File: src/rtl/fir_dec_cfg_ctrl_if.sv
// Signal bundle between the register bank / decimator and the FIR decimator
// configuration sequencer. The sequencer connects through the slave modport;
// the surrounding logic (register bank plus decimator) uses the master side.
`timescale 1ns/1ps
interface fir_dec_cfg_ctrl_if;
  logic       cfg_wr;
  logic [5:0] cfg_mode;
  logic       cfg_ovr_clr;
  logic       din_valid;
  logic       dec_dout_valid;
  logic [5:0] dec_mode;
  logic       dec_cfg_rst;
  logic       dout_valid_gated;
  logic       busy;
  logic       cfg_done;
  logic       cfg_ovr;
  logic [1:0] state_o;

  modport master (
    output cfg_wr, cfg_mode, cfg_ovr_clr, din_valid, dec_dout_valid,
    input  dec_mode, dec_cfg_rst, dout_valid_gated, busy, cfg_done, cfg_ovr, state_o
  );

  modport slave (
    input  cfg_wr, cfg_mode, cfg_ovr_clr, din_valid, dec_dout_valid,
    output dec_mode, dec_cfg_rst, dout_valid_gated, busy, cfg_done, cfg_ovr, state_o
  );
endinterface

File: src/rtl/fir_dec_cfg_ctrl.sv
// Configuration sequencer for one FIR decimator channel. A new decimation
// mode is held until the decimator finishes its current group (or a timeout
// expires), then applied together with a cfg_rst pulse. The decimator output
// is blanked for a number of samples afterwards so downstream logic never sees
// samples from a half-flushed filter.
`timescale 1ns/1ps
module fir_dec_cfg_ctrl #(
  parameter logic [5:0]  DEF_MODE    = 6'd0,
  parameter int unsigned CFG_RST_LEN = 2,
  parameter int unsigned SETTLE_SMP  = 4,
  parameter logic [15:0] TIMEOUT_CYC = 16'd4096
) (
  input logic               sys_clk,
  input logic               sys_rst_n,
  fir_dec_cfg_ctrl_if.slave bus
);

  typedef enum logic [1:0] {
    RUN      = 2'd0,
    WAIT_BND = 2'd1,
    CFG_RST  = 2'd2,
    SETTLE   = 2'd3
  } state_t;

  localparam logic [3:0]  RST_LAST = 4'(CFG_RST_LEN - 1);
  localparam logic [15:0] SMP_LAST = 16'(SETTLE_SMP - 1);
  localparam logic [15:0] TMO_LAST = TIMEOUT_CYC - 16'd1;

  state_t      state;
  logic [5:0]  dec_mode;
  logic        dec_cfg_rst;
  logic        gate_open;
  logic        cfg_done;
  logic        cfg_ovr;
  logic        pend_flag;
  logic [5:0]  pend_mode;
  logic [5:0]  phase;
  logic [15:0] tmo_cnt;
  logic [3:0]  rst_cnt;
  logic [15:0] smp_cnt;

  logic bnd_hit;
  logic tmo_hit;
  logic ovr_set;

  // Last sample of the current group is being consumed this cycle.
  assign bnd_hit = bus.din_valid && (phase == dec_mode);
  assign tmo_hit = (TIMEOUT_CYC != 16'd0) && (tmo_cnt == TMO_LAST);
  // A second write while one is already queued behind a running sequence.
  assign ovr_set = bus.cfg_wr && pend_flag && ((state == CFG_RST) || (state == SETTLE));

  // Mirror of the decimator's sample counter, used to find group boundaries.
  always_ff @(posedge sys_clk or negedge sys_rst_n) begin
    if (!sys_rst_n) begin
      phase <= 6'd0;
    end else if (dec_cfg_rst) begin
      phase <= 6'd0;
    end else if (bus.din_valid) begin
      phase <= (phase == dec_mode) ? 6'd0 : phase + 6'd1;
    end
  end

  // Sequencer: wait for boundary, pulse cfg_rst, blank settle samples.
  always_ff @(posedge sys_clk or negedge sys_rst_n) begin
    if (!sys_rst_n) begin
      state       <= RUN;
      dec_mode    <= DEF_MODE;
      dec_cfg_rst <= 1'b0;
      gate_open   <= 1'b1;
      cfg_done    <= 1'b0;
      cfg_ovr     <= 1'b0;
      pend_flag   <= 1'b0;
      pend_mode   <= DEF_MODE;
      tmo_cnt     <= 16'd0;
      rst_cnt     <= 4'd0;
      smp_cnt     <= 16'd0;
    end else begin
      cfg_done <= 1'b0;
      if (bus.cfg_wr) begin
        pend_mode <= bus.cfg_mode;
      end
      // A set in the same cycle wins over the software clear.
      if (ovr_set) begin
        cfg_ovr <= 1'b1;
      end else if (bus.cfg_ovr_clr) begin
        cfg_ovr <= 1'b0;
      end
      unique case (state)
        RUN: begin
          // A fresh write and a queued one both start a new sequence.
          if (bus.cfg_wr || pend_flag) begin
            state     <= WAIT_BND;
            tmo_cnt   <= 16'd0;
            pend_flag <= 1'b0;
          end
        end
        WAIT_BND: begin
          tmo_cnt <= tmo_cnt + 16'd1;
          if (bnd_hit || tmo_hit) begin
            state       <= CFG_RST;
            // A write landing on the exit cycle is the latest and still wins.
            dec_mode    <= bus.cfg_wr ? bus.cfg_mode : pend_mode;
            dec_cfg_rst <= 1'b1;
            gate_open   <= 1'b0;
            pend_flag   <= 1'b0;
            rst_cnt     <= 4'd0;
          end
        end
        CFG_RST: begin
          if (bus.cfg_wr) begin
            pend_flag <= 1'b1;
          end
          if (rst_cnt == RST_LAST) begin
            dec_cfg_rst <= 1'b0;
            smp_cnt     <= 16'd0;
            if (SETTLE_SMP == 0) begin
              state     <= RUN;
              gate_open <= 1'b1;
              cfg_done  <= 1'b1;
            end else begin
              state <= SETTLE;
            end
          end else begin
            rst_cnt <= rst_cnt + 4'd1;
          end
        end
        SETTLE: begin
          if (bus.cfg_wr) begin
            pend_flag <= 1'b1;
          end
          // The closing pulse is still blanked: gate_open rises after it.
          if (bus.dec_dout_valid) begin
            if (smp_cnt == SMP_LAST) begin
              state     <= RUN;
              gate_open <= 1'b1;
              cfg_done  <= 1'b1;
            end else begin
              smp_cnt <= smp_cnt + 16'd1;
            end
          end
        end
        default: state <= RUN;
      endcase
    end
  end

  assign bus.dec_mode         = dec_mode;
  assign bus.dec_cfg_rst      = dec_cfg_rst;
  assign bus.dout_valid_gated = bus.dec_dout_valid & gate_open;
  assign bus.busy             = (state != RUN);
  assign bus.cfg_done         = cfg_done;
  assign bus.cfg_ovr          = cfg_ovr;
  assign bus.state_o          = state;

endmodule

File: src/flat_wrapper.sv
// flat-port wrapper written by rule: the top's interface ports become plain ports
module fir_dec_cfg_ctrl_flat 
#(
  parameter logic [5:0]  DEF_MODE    = 6'd0,
  parameter int unsigned CFG_RST_LEN = 2,
  parameter int unsigned SETTLE_SMP  = 4,
  parameter logic [15:0] TIMEOUT_CYC = 16'd4096
)
  (sys_clk, sys_rst_n, bus_cfg_wr, bus_cfg_mode, bus_cfg_ovr_clr, bus_din_valid, bus_dec_dout_valid, bus_dec_mode, bus_dec_cfg_rst, bus_dout_valid_gated, bus_busy, bus_cfg_done, bus_cfg_ovr, bus_state_o);
  fir_dec_cfg_ctrl_if bus_i ();
  input logic sys_clk;
  input logic sys_rst_n;
  input wire logic [$bits(bus_i.cfg_wr)-1:0] bus_cfg_wr;
  input wire logic [$bits(bus_i.cfg_mode)-1:0] bus_cfg_mode;
  input wire logic [$bits(bus_i.cfg_ovr_clr)-1:0] bus_cfg_ovr_clr;
  input wire logic [$bits(bus_i.din_valid)-1:0] bus_din_valid;
  input wire logic [$bits(bus_i.dec_dout_valid)-1:0] bus_dec_dout_valid;
  output wire logic [$bits(bus_i.dec_mode)-1:0] bus_dec_mode;
  output wire logic [$bits(bus_i.dec_cfg_rst)-1:0] bus_dec_cfg_rst;
  output wire logic [$bits(bus_i.dout_valid_gated)-1:0] bus_dout_valid_gated;
  output wire logic [$bits(bus_i.busy)-1:0] bus_busy;
  output wire logic [$bits(bus_i.cfg_done)-1:0] bus_cfg_done;
  output wire logic [$bits(bus_i.cfg_ovr)-1:0] bus_cfg_ovr;
  output wire logic [$bits(bus_i.state_o)-1:0] bus_state_o;
  assign bus_i.cfg_wr = bus_cfg_wr;
  assign bus_i.cfg_mode = bus_cfg_mode;
  assign bus_i.cfg_ovr_clr = bus_cfg_ovr_clr;
  assign bus_i.din_valid = bus_din_valid;
  assign bus_i.dec_dout_valid = bus_dec_dout_valid;
  assign bus_dec_mode = bus_i.dec_mode;
  assign bus_dec_cfg_rst = bus_i.dec_cfg_rst;
  assign bus_dout_valid_gated = bus_i.dout_valid_gated;
  assign bus_busy = bus_i.busy;
  assign bus_cfg_done = bus_i.cfg_done;
  assign bus_cfg_ovr = bus_i.cfg_ovr;
  assign bus_state_o = bus_i.state_o;
  fir_dec_cfg_ctrl #(.DEF_MODE(DEF_MODE), .CFG_RST_LEN(CFG_RST_LEN), .SETTLE_SMP(SETTLE_SMP), .TIMEOUT_CYC(TIMEOUT_CYC)) u_core (.sys_clk(sys_clk), .sys_rst_n(sys_rst_n), .bus(bus_i));
endmodule
File: config.mk
export PLATFORM = sky130hd
export DESIGN_NAME = fir_dec_cfg_ctrl_flat
export DESIGN_NICKNAME = d
export VERILOG_FILES = /design/src/rtl/fir_dec_cfg_ctrl_if.sv /design/src/rtl/fir_dec_cfg_ctrl.sv /design/src/flat_wrapper.sv
export SDC_FILE = /design/constraint.sdc
export NUM_CORES = 1
export LEC_CHECK = 0
export ABC_AREA = 0
export CORE_MARGIN = 10
export CORE_UTILIZATION = 40
export CTS_BUF_LIST = sky130_fd_sc_hd__clkbuf_8
export CTS_CLUSTER_SIZE = 30
export DETAILED_ROUTE_END_ITERATION = 10
export PLACE_DENSITY = 0.57
export SLEW_MARGIN = 20
export SYNTH_ARGS = -nofsm -noshare
export SYNTH_HDL_FRONTEND = slang
export SYNTH_SLANG_ARGS = --single-unit
File: constraint.sdc
create_clock -name sys_clk -period 2.2 [get_ports sys_clk]
set_clock_uncertainty 0.15 [all_clocks]
set_input_delay 0.55 -clock sys_clk [delete_from_list [all_inputs] [get_ports sys_clk]]
set_output_delay 0.55 -clock sys_clk [all_outputs]
set_load 0.02 [all_outputs]
# After elaboration in Yosys (flattened, before gate mapping)
# Index checks and enable logic that the tools add are counted.
dict set report totals {
  ff_bits 61
  output_inout_bits 13
}
dict set report classes {
  n_bitwise 1
  n_addsub 4
  n_eq_ne 15
  mux 34
  reduce_logical 23
}
# op count
set op_table {}
lappend op_table {{$mux 16} 4}
lappend op_table {{$pmux 16 s2} 2}
lappend op_table {{$add 16x1->16 const B} 2}
lappend op_table {{$mux 6} 4}
lappend op_table {{$eq 16x12->1 const B} 1}
lappend op_table {{$eq 16x2->1 const B} 1}
lappend op_table {{$reduce_bool 2->1} 7}
lappend op_table {{$mux 1} 12}
lappend op_table {{$mux 2} 5}
lappend op_table {{$ne 2x2->1 const B} 5}
lappend op_table {{$reduce_and 3->1} 3}
lappend op_table {{$mux 4} 2}
lappend op_table {{$pmux 2 s4} 1}
lappend op_table {{$pmux 4 s2} 1}
lappend op_table {{$reduce_and 4->1} 2}
lappend op_table {{$add 6x1->6 const B} 1}
lappend op_table {{$eq 6x6->1} 1}
lappend op_table {{$ne 2x1->1 const B} 3}
lappend op_table {{$reduce_and 5->1} 1}
lappend op_table {{$add 4x1->4 const B} 1}
lappend op_table {{$eq 2x2->1 const B} 2}
lappend op_table {{$eq 4x1->1 const B} 1}
lappend op_table {{$pmux 1 s2} 2}
lappend op_table {{$reduce_and 2->1} 2}
lappend op_table {{other kinds (7)} 11}

# Longest topological paths before layout
# Gate-level depths: netlist of the first run.
dict set report depth {
  word_depth 5
  depth_mapped 8
  depth_no_buf 7
}

# Least setup slack after synthesis of the first run
# No wires, ideal clock.
dict set report synth_timing {
  path_type {flip-flop to flip-flop}
  startpoint {reg u_core.rst_cnt[1]}
  endpoint {reg u_core.smp_cnt[13]}
  n_path_buf 0
  t_required_ns 1.967
  path_slack_ns -0.096
  setup_time_ns 0.083
  t_arrival_ns 2.064
  path_stages_with_launch 8
  cell_sequence {dfrtp_1 inv_1 ha_1 or3b_2 a21oi_1 o211ai_1 or4_1 o21ai_0}
}
dict set report synth_between {
  elab_chain_cells 3
}
# item line
set synth_rtl {}
lappend synth_rtl {{start: declaration} fir_dec_cfg_ctrl.sv:39} ;# logic [3:0] rst_cnt;
lappend synth_rtl {{start signal: assignment} fir_dec_cfg_ctrl.sv:124} ;# rst_cnt <= rst_cnt + 4'd1;
lappend synth_rtl {{$eq 4x1->1} fir_dec_cfg_ctrl.sv:113} ;# if (rst_cnt == RST_LAST) begin
lappend synth_rtl {{$ne 2x2->1 (no line)} --}
lappend synth_rtl {{$reduce_and 4->1 (no line)} --}
lappend synth_rtl {{end signal: assignment} fir_dec_cfg_ctrl.sv:138} ;# smp_cnt <= smp_cnt + 16'd1;
lappend synth_rtl {{end: declaration} fir_dec_cfg_ctrl.sv:40} ;# logic [15:0] smp_cnt;
# Every way passes these cells.
# A chain may end at the register's enable or synchronous reset.

# Worst setup path after layout of the first run
dict set report layout_timing {
  startpoint {reg u_core.tmo_cnt[14]}
  endpoint {reg u_core.rst_cnt[1]}
}
dict set report layout_between {
  elab_chain_cells 4
}
# item line
set layout_rtl {}
lappend layout_rtl {{start: declaration} fir_dec_cfg_ctrl.sv:38} ;# logic [15:0] tmo_cnt;
lappend layout_rtl {{start signal: assignment} fir_dec_cfg_ctrl.sv:98} ;# tmo_cnt <= tmo_cnt + 16'd1;
lappend layout_rtl {{$eq 16x12->1} fir_dec_cfg_ctrl.sv:48} ;# assign tmo_hit = (TIMEOUT_CYC != 16'd0) && (tmo_cnt == TMO_LAST);
lappend layout_rtl {{$logic_or 1x1->1} fir_dec_cfg_ctrl.sv:99} ;# if (bnd_hit || tmo_hit) begin
lappend layout_rtl {{$ne 2x1->1 (no line)} --}
lappend layout_rtl {{$reduce_and 3->1 (no line)} --}
# Every way passes these cells.

==> qor.csv, run 1 <==
stage,metric,value,unit
placed_design,dp_worst_setup_slack,-0.458,ns
setup_path,cp-startpoint,u_core.tmo_cnt[14]$_DFFE_PN0P_,
synth,synth_cells,323,
sta,rsz0062_at_grt,yes,
clock_tree,cts_tree,yes,
clock_tree,numClockSinks,61,
clock_tree,cts-htree-levels,3,
power,vdd_ir_drop_max,0.331,mV
die,dieArea,12000,µm²
sta,worst_pin_slew,0.418,ns
sta,fin_setup_tns,0,ns
setup_path,worst-path-max-fanout,8,
route,drtPass1Iterations,4,
sta,min_period_over_period,99.0,%
global_route,grt_overflow,0,
synth,syn-num-nets,345,
worst_hold_path,hp-class,primary input to asynchronous set/reset pin,
synth,yosys.area.top_type,dfrtp_1,
clock_tree,clk_latency,0.34,ns
route,drt-wirelength-per-cell,15.2,µm
global_route,grt_pass1_vias,2704,
clock_tree,cts_root_buffer,clkbuf_8,
sta,setup_viol,0,
placed_design,gp_congestion,0.800,
global_route,grt_antenna_before_repair,0,
sta,fmax,0.459,GHz
sta,relSlewSlack,71.9,%
setup_path,crit-reg2reg-launch,u_core.tmo_cnt[14]$_DFFE_PN0P_,
setup_path,reg2reg_depth,6,
sta,hold_viol_final,0,
route,routed_wl,7580,µm
clock_tree,cts.clk_slew.worst_paths,0.07,ns
synth,synth_top_area_share,47.0,%
route,first_iter_violations,93,
placed_design,dpl.hpwl,5500,µm
global_route,grt_max_degree,62,
setup_path,path_class,flop to flop,
global_route,grt_pass1_wl,13100,µm
setup_path,crit_path_end_kind,flop,
route,route.antenna.remaining_nets,0,
finish,final_cell_mix,"dfrtp_1, buf_4, nand2_1, nor2_1, nand3_1",
die,initial_core_util,41.1,%
power,leakage,1.83,nW
die,die_h,109,µm
power,p_per_area,661,nW/µm²
synth,synth.yosys.warnings,0,
route,num_vias,2629,
finish,layout_commonest_cell,dfrtp_1,
setup_path,start_kind,flop,
synth,netlist_area,3200,µm²
route,drc,0,
clock_tree,numCtsBuffers,9,
die,die_w,109,µm
finish,final_nets,413,
finish,drive_above_1_share,24.7,%
flow_run,max_cap_viol_count,0,
setup_path,r2r_setup_slack,0.02,ns
outcome,status,finished clean,
synth,synthTopCellsByArea,"dfrtp_1, mux2_2, nand2_1, ha_1, xor2_1",
finish,fillers,732,
synth,ys_ff_latch,61,
synth,ys.flop_type,dfrtp_1,
synth,seq_area_frac_synth,47.8,%
finish,antenna_cells,0,
global_route,track_usage,13.7,%
route,viasPerCell,5.28,
sta,report.final.slew_viol_count,0,
die,core,7770,µm²
setup_path,cp.arrival,2.31,ns
synth,synth_cell_type_count,53,
die,io_pins,25,
synth,synth.avg_cell_area,9.89,µm²
synth,ys_async_sr_fraction,100,%
sta,period_minus_slack,2.18,ns
placed_design,io_buffers,24,
die,std_cell_rows,32,
clock_tree,clk_path_buf_depth,2,
finish,area_delta_synth_final,30.9,%
sta,fin_ws,0.0220,ns
setup_path,reg2reg_to,u_core.rst_cnt[1]$_DFFE_PN0P_,
synth,synth_edf_count,0,
setup_path,required,2.33,ns
[synth_stat cells, types with 4 or more instances]
master and n:
nand4_1 9, nor4_1 4, mux2i_1 4, o31ai_1 5, o211ai_1 4, ha_1 10
a21oi_1 7, a21o_1 4, mux2_2 12, and3_1 4, nand2_1 35, nand3_1 24
dfrtp_1 60, clkbuf_1 6, xnor2_1 11, nor2_1 32, inv_1 11, xor2_1 14
o41ai_1 4, o21ai_0 16
[metrics by stage]
step	utilization [%]	total power, mW	instance area [µm²]	instances	hold WS (ns)
global route	53.9	2.93	4180	498	0.0742
global placement	49.2	1.69	3820	477	0.327
detailed placement	49.2	1.71	3820	477	0.333
floorplan	-	1.57	3210	323	0.104
CTS	52.5	2.79	4080	495	0.0676
finish	53.9	2.77	4180	498	0.0636
[repair_timing]
action / 4_1_cts / 5_1_grt
endpoints found under the setup margin: 26 / 30
hold buffers: 0 / 0
buffers inserted: 2 / 3
hold endpoints to repair: 0 / 0
cloned: 0 / 0
pin swaps: 5 / 10
gates resized for setup: 9 / 20
[power breakdown]
part / internal (mW) / switching [mW]
clock network: 0.624 / 0.445
logic: 0.179 / 0.164
registers: 1.22 / 0.136
total: 2.02 / 0.745
[state kept, by name (all words and copies together), names as in the netlist]
signal / cells
u_core.phase: 6
u_core.rst_cnt: 4
u_core.pend_flag: 1
u_core.smp_cnt: 16
u_core.bus.dec_cfg_rst: 1
u_core.bus.state_o: 2
u_core.bus.cfg_ovr: 1
u_core.bus.cfg_done: 1
u_core.bus.dec_mode: 6
u_core.gate_open: 1
u_core.pend_mode: 6
u_core.tmo_cnt: 16
[kinds of logic after synthesis]
| family | count (synthesis) | share of synthesized area, % |
|---|---|---|
| AO/OA/AOI/OAI | 58 | 12.7 |
| XOR/XNOR | 25 | 6.85 |
| adder cells (fa/ha/maj) | 10 | 3.92 |
| buffers and inverters | 19 | 2.27 |
| flip-flops | 61 | 47.8 |
| multiplexers | 16 | 5.48 |
| AND/OR/NAND/NOR | 134 | 21.0 |
[metal layers]
layer,part of all wire [%],vias to the layer above,GRT usage (%)
li1,-,1306,-
met1,46,1290,17.6
met2,50,29,21.9
met3,2.9,4,3.74
met4,0.73,0,4.37
met5,0,-,0
[cell type report]
type	instances	area [µm²]	share of cell area, %
multi-input cells	243	1720	41.0
inverters	11	41.3	0.987
clock inverters	7	82.6	1.97
clock buffers	9	124	2.96
well taps	102	128	3.05
flip-flops and latches	61	1530	36.5
repair buffers	65	566	13.5
[worst max path at each step]
| stage | to | slack, ns | cells after the start |
|---|---|---|---|
| 2_1_floorplan | u_core.smp_cnt[13]$_DFFE_PN0P_ | -0.01 | 7 |
| 3_3_place_gp | u_core.tmo_cnt[12]$_DFFE_PN0P_ | -0.46 | 6 |
| 3_5_place_dp | u_core.tmo_cnt[12]$_DFFE_PN0P_ | -0.46 | 6 |
| 4_1_cts | u_core.bus.state_o[0]$_DFFE_PN0P_ | -0.04 | 5 |
| 5_1_grt | u_core.rst_cnt[1]$_DFFE_PN0P_ | -0.06 | 6 |
| 6_report | u_core.rst_cnt[1]$_DFFE_PN0P_ | 0.02 | 6 |
[worst max-delay path: stages, from the launching register on]
cell     delay (ns)
dfrtp_1        0.38
or4_4          0.55
o41a_1         0.34
o21a_4         0.14
buf_12         0.13
o41ai_1        0.30
a21o_1         0.12
Note: power is estimated with default switching activity, not from simulation.
==> run 2: changes to the inputs <==
==> constraint.sdc (replaced) <==
create_clock -name sys_clk -period 1.9 [get_ports sys_clk]
set_clock_uncertainty 0.15 [all_clocks]
set_input_delay 0.475 -clock sys_clk [delete_from_list [all_inputs] [get_ports sys_clk]]
set_output_delay 0.475 -clock sys_clk [all_outputs]
set_load 0.02 [all_outputs]
==> run 2 against run 1 <==
  * The run now ends with setup timing left
  * Cell count up 11%
  * Power up 20%
  * Combinational power up 87%
  * Flip-flop and latch count unchanged
  * Sequential share of layout area down 4.2 points
  * Critical endpoint is now u_core.bus.dec_mode[1]$_DFFE_PN0P_
  * Design area up 13%
  * Global-route usage up 0.62 points
  * Core utilization up 7.2 points
  * Clock power up 8%
  * Register-to-register slack worse by 0.34 ns
  * Worst hold slack better by 0.29 ns
  * Fmax down 1.7%
==> qor.csv, run 2 (synthesis results as in run 1) <==
stage,metric,value,unit
finish,drive_above_1_share,40.2,%
setup_path,path_cells,or4_4 -> or4_4 -> o21ai_4 -> nand2_4 -> mux2_2,
clock_tree,clk_latency,0.35,ns
route,drtPass1Iterations,4,
setup_path,crit_slowest_cell,or4_4,
outcome,violations,setup timing,
placed_design,io_buffers,24,
die,std_cell_rows,32,
sta,fmax,0.452,GHz
finish,area_delta_synth_final,48.4,%
sta,setup_viol,30,
clock_tree,cts_tree,yes,
die,initial_core_util,41.1,%
sta,rsz0062_at_grt,yes,
route,routed_wl,8430,µm
placed_design,gp_congestion,0.888,
finish,layout_commonest_cell,buf_4,
setup_path,worst-path-max-fanout,6,
die,io_pins,25,
sta,relSlewSlack,77.4,%
worst_hold_path,hp-class,flop to flop,
finish,antenna_cells,0,
sta,fin_setup_tns,-6.15,ns
placed_design,place_inst,524,
power,p_per_area,698,nW/µm²
finish,fin_cells,552,
route,drc,0,
setup_path,path_common_cell,or4_4,
global_route,grt_overflow,0,
sta,worst_pin_slew,0.338,ns
clock_tree,cts_root_buffer,clkbuf_8,
flow_run,max_cap_viol_count,0,
clock_tree,numCtsBuffers,9,
placed_design,dp_worst_setup_slack,-0.431,ns
global_route,grt_pass1_wl,13600,µm
global_route,grt_antenna_before_repair,0,
setup_path,r2r_setup_slack,-0.31,ns
die,die_h,109,µm
setup_path,crit_path_end_kind,flop,
finish,fillers,689,
setup_path,cp.arrival,2.30,ns
setup_path,critPathBufInv,0,
finish,final_nets,467,
outcome,status,"complete, but fails checks",
setup_path,required,1.99,ns
global_route,grt_max_degree,62,
die,core,7770,µm²
finish,final_cell_mix,"buf_4, dfrtp_1, nand2_1, nor2_1, nand3_1",
global_route,track_usage,14.3,%
finish,fin_area,4740,µm²
placed_design,dpl_cell_area,4240,µm²
clock_tree,cts.clk_slew.worst_paths,0.08,ns
setup_path,path_class,flop to flop,
clock_tree,cts-htree-levels,3,
setup_path,path_delay_family,simple AND/OR/NAND/NOR gates,
route,viasPerCell,5.11,
die,die_w,109,µm
sta,fin_ws,-0.315,ns
sta,report.final.slew_viol_count,0,
setup_path,start_kind,flop,
power,vdd_ir_drop_max,0.433,mV
power,leakage,2.14,nW
route,num_vias,2821,
route,drt-wirelength-per-cell,15.3,µm
sta,period_minus_slack,2.21,ns
setup_path,max_stage_delay,0.57,ns
sta,hold_viol_final,0,
sta,min_period_over_period,117,%
sta,holdWs,0.353,ns
clock_tree,numClockSinks,61,
route,first_iter_violations,124,
placed_design,dpl.hpwl,5770,µm
route,route.antenna.remaining_nets,0,
clock_tree,clk_path_buf_depth,2,
finish,largestRegisters,"u_core.smp_cnt x16, u_core.tmo_cnt x16",
global_route,grt_pass1_vias,2836,
die,dieArea,12000,µm²
run 2: metal layers:
layer	track usage (%)	vias to the layer above	share of wire (%)
li1	-	1408	-
met1	18.5	1352	46
met2	22.4	47	48
met3	3.69	14	3.6
met4	5.95	0	2.0
met5	0	-	0
run 2: report_power, final:
group          internal (mW)  leakage, nW  switching, mW
clock network          0.627        0.105          0.534
registers               1.41        0.746         0.0928
logic                  0.337         1.29          0.307
run 2: stage by stage:
| step | total power [mW] | utilization (%) |
|---|---|---|
| finish | 3.31 | 61.0 |
| global route | 3.48 | 61.0 |
| CTS | 3.29 | 58.7 |
| detailed placement | 2.11 | 54.6 |
| global placement | 2.10 | 54.6 |
| floorplan | 1.82 | - |
run 2: worst paths after layout:
check,startpoint,endpoint,cells after the start
setup / recovery,u_core.tmo_cnt[12]$_DFFE_PN0P_,u_core.bus.dec_mode[1]$_DFFE_PN0P_,5
max in group asynchronous,sys_rst_n,u_core.gate_open$_DFFE_PN1P_,3
setup reg to reg,u_core.tmo_cnt[12]$_DFFE_PN0P_,u_core.bus.dec_mode[1]$_DFFE_PN0P_,5
hold reg to reg,u_core.pend_mode[2]$_DFF_PN0_,u_core.pend_mode[2]$_DFF_PN0_,1
hold / removal,u_core.pend_mode[2]$_DFF_PN0_,u_core.pend_mode[2]$_DFF_PN0_,1
min in group asynchronous,sys_rst_n,u_core.tmo_cnt[8]$_DFFE_PN0P_,3
run 2: timing repair:
action                                  4_1_cts  5_1_grt
endpoints found under the setup margin       50       42
pin swaps                                     9       28
resized for setup                            44       31
hold buffers                                  1        0
gates cloned                                  0        1
buffers inserted                              3        7
endpoints found under the hold margin        19        0
run 2: layout make-up:
class / instances / area [µm²] / share of cell area (%)
clock buffer: 10 / 138 / 2.90
clock inverter: 6 / 55.1 / 1.16
inverter: 11 / 46.3 / 0.977
multi-input combinational: 243 / 1890 / 39.8
sequential: 61 / 1530 / 32.3
tap: 102 / 128 / 2.69
timing repair buffer: 119 / 957 / 20.2
==> run 3: changes to the inputs <==
--- a/config.mk
+++ b/config.mk
@@ -11,7 +11,9 @@
 export CTS_BUF_LIST = sky130_fd_sc_hd__clkbuf_8
 export CTS_CLUSTER_SIZE = 30
 export DETAILED_ROUTE_END_ITERATION = 10
+export MAX_ROUTING_LAYER = met4
 export PLACE_DENSITY = 0.57
+export SETUP_SLACK_MARGIN = 0.5
 export SLEW_MARGIN = 20
 export SYNTH_ARGS = -nofsm -noshare
 export SYNTH_HDL_FRONTEND = slang
==> run 3 against run 2 <==
  * The flow still finishes with violations (setup timing)
  * Routed wire length is 11% higher
  * Global-route usage is 1.8 points higher
  * Critical path depth is 3 higher
  * Clock power is 6% higher
  * Cell count is 4.5% higher
  * Register-to-register slack worse by 0.03 ns
  * Via count is 7.2% higher
  * Non-clock buffer count is 25 higher
  * Fmax is 1.3% lower
  * First-iteration DRC count is 23% lower
  * Design area is 14% higher
  * Critical endpoint is now u_core.smp_cnt[7]$_DFFE_PN0P_
  * Highest routed layer unchanged
==> qor.csv, run 3 (synthesis results as in run 1) <==
stage,metric,value,unit
outcome,violations,setup timing,
sta,setup_viol,45,
setup_path,path_class,flop to flop,
route,route.antenna.remaining_nets,0,
power,power,3.48,mW
clock_tree,cts_root_buffer,clkbuf_8,
global_route,grt_pass1_vias,3079,
route,drtPass1Iterations,4,
worst_hold_path,hp-class,flop to flop,
route,num_vias,3025,
flow_run,max_cap_viol_count,0,
setup_path,required,2.02,ns
global_route,grt_pass1_wl,15100,µm
outcome,status,"complete, but fails checks",
sta,period_minus_slack,2.24,ns
finish,layout_commonest_cell,buf_4,
placed_design,gp_congestion,0.807,
global_route,grt_antenna_before_repair,0,
finish,finalCoreUtilization,69.8,%
finish,antenna_cells,0,
finish,final_nets,492,
clock_tree,cts-htree-levels,3,
clock_tree,numClockSinks,61,
route,drt-wirelength-per-cell,16.3,µm
clock_tree,numCtsBuffers,9,
clock_tree,cts_tree,yes,
placed_design,dpl.hpwl,5910,µm
setup_path,crit_path_end_kind,flop,
route,first_iter_violations,96,
die,initial_core_util,41.1,%
route,routed_wl,9380,µm
global_route,track_usage,16.1,%
finish,area_delta_synth_final,69.6,%
die,io_pins,25,
setup_path,worst-path-max-fanout,4,
finish,final_cell_mix,"buf_4, dfrtp_1, buf_6, nor2_1, nand2_1",
die,std_cell_rows,32,
placed_design,dpl_cell_area,4300,µm²
setup_path,start_kind,flop,
clock_tree,clk_latency,0.34,ns
route,viasPerCell,5.24,
die,dieArea,12000,µm²
sta,fmax,0.446,GHz
route,drc,0,
global_route,grt_max_degree,62,
sta,worst_pin_slew,0.409,ns
placed_design,io_buffers,24,
setup_path,cp.arrival,2.36,ns
clock_tree,clk_path_buf_depth,2,
global_route,grt_overflow,0,
power,p_per_area,642,nW/µm²
finish,largestRegisters,"u_core.smp_cnt x16, u_core.tmo_cnt x16",
die,die_h,109,µm
finish,fin_area,5420,µm²
die,core,7770,µm²
sta,fin_setup_tns,-7.42,ns
die,die_w,109,µm
sta,hold_viol_final,0,
finish,fillers,545,
sta,fin_ws,-0.344,ns
sta,relSlewSlack,72.5,%
sta,report.final.slew_viol_count,0,
power,leakage,2.38,nW
sta,min_period_over_period,118,%
power,vdd_ir_drop_max,0.453,mV
finish,drive_above_1_share,55.2,%
clock_tree,cts.clk_slew.worst_paths,0.07,ns
sta,rsz0062_at_grt,yes,
-- run 3: cell types whose count changed in the layout (fill, tap and decap cells not counted), sizes merged, moves of 2 or more --
cell,delta
dlygate4sd2,-8
clkbuf,+2
inv,-2
buf,+35
clkdlybuf4s50,-2
-- run 3: area by class of cell --
cell class                      count  area (µm²)  area share, %
Sequential cell                    61        1540           28.3
Timing Repair Buffer              144        1300           24.1
Tap cell                          102         128           2.36
Clock buffer                       12         165           3.05
Multi-Input combinational cell    243        2200           40.5
Inverter                           11        46.3          0.854
Clock inverter                      4        45.0          0.831
-- run 3: metrics by stage --
stage	worst slack (ns)	hold slack (ns)	instances
floorplan	-0.195	0.0294	323
global placement	-0.391	0.335	524
detailed placement	-0.416	0.342	524
CTS	-0.282	0.00122	561
global route	-0.385	0.375	577
finish	-0.344	0.354	577
-- run 3: path summary, 6_finish.rpt --
path / startpoint / endpoint / slack (ns) / depth (start not counted)
worst max-delay path: u_core.rst_cnt[1]$_DFFE_PN0P_ / u_core.smp_cnt[7]$_DFFE_PN0P_ / -0.34 / 8
worst min-delay path: u_core.pend_mode[4]$_DFF_PN0_ / u_core.pend_mode[4]$_DFF_PN0_ / 0.35 / 1
max in group asynchronous: sys_rst_n / u_core.gate_open$_DFFE_PN1P_ / 0.76 / 3
worst max register to register: u_core.rst_cnt[1]$_DFFE_PN0P_ / u_core.smp_cnt[7]$_DFFE_PN0P_ / -0.34 / 8
worst min register to register: u_core.pend_mode[4]$_DFF_PN0_ / u_core.pend_mode[4]$_DFF_PN0_ / 0.35 / 1
min in group asynchronous: sys_rst_n / u_core.tmo_cnt[9]$_DFFE_PN0P_ / 0.52 / 3
-- run 3: power by group --
group	switching, mW	internal [mW]
registers	0.108	1.41
logic	0.343	0.381
clock network	0.527	0.707
-- run 3: timing repair --
| action | CTS | global route |
|---|---|---|
| endpoints found under the hold margin | 0 | 3 |
| pin swaps | 30 | 48 |
| gates resized for setup | 150 | 68 |
| cloned | 0 | 1 |
| setup endpoints to repair | 74 | 68 |
| setup buffers | 21 | 14 |
| hold buffers | 0 | 1 |
-- run 3: layer usage --
layer	global-route usage [%]	vias up	part of all wire, %
met5	-	-	0
met4	5.76	0	2.0
met3	2.93	18	2.2
met2	26.1	34	52
met1	19.8	1512	44
li1	-	1461	-
-- run 3: critical path, stage by stage (launching register included) --
cell	delay, ns
dfrtp_1	0.38
inv_1	0.06
ha_2	0.16
or3b_4	0.41
a21oi_4	0.15
o211ai_1	0.19
buf_4	0.21
or4_1	0.39
nand2_1	0.08
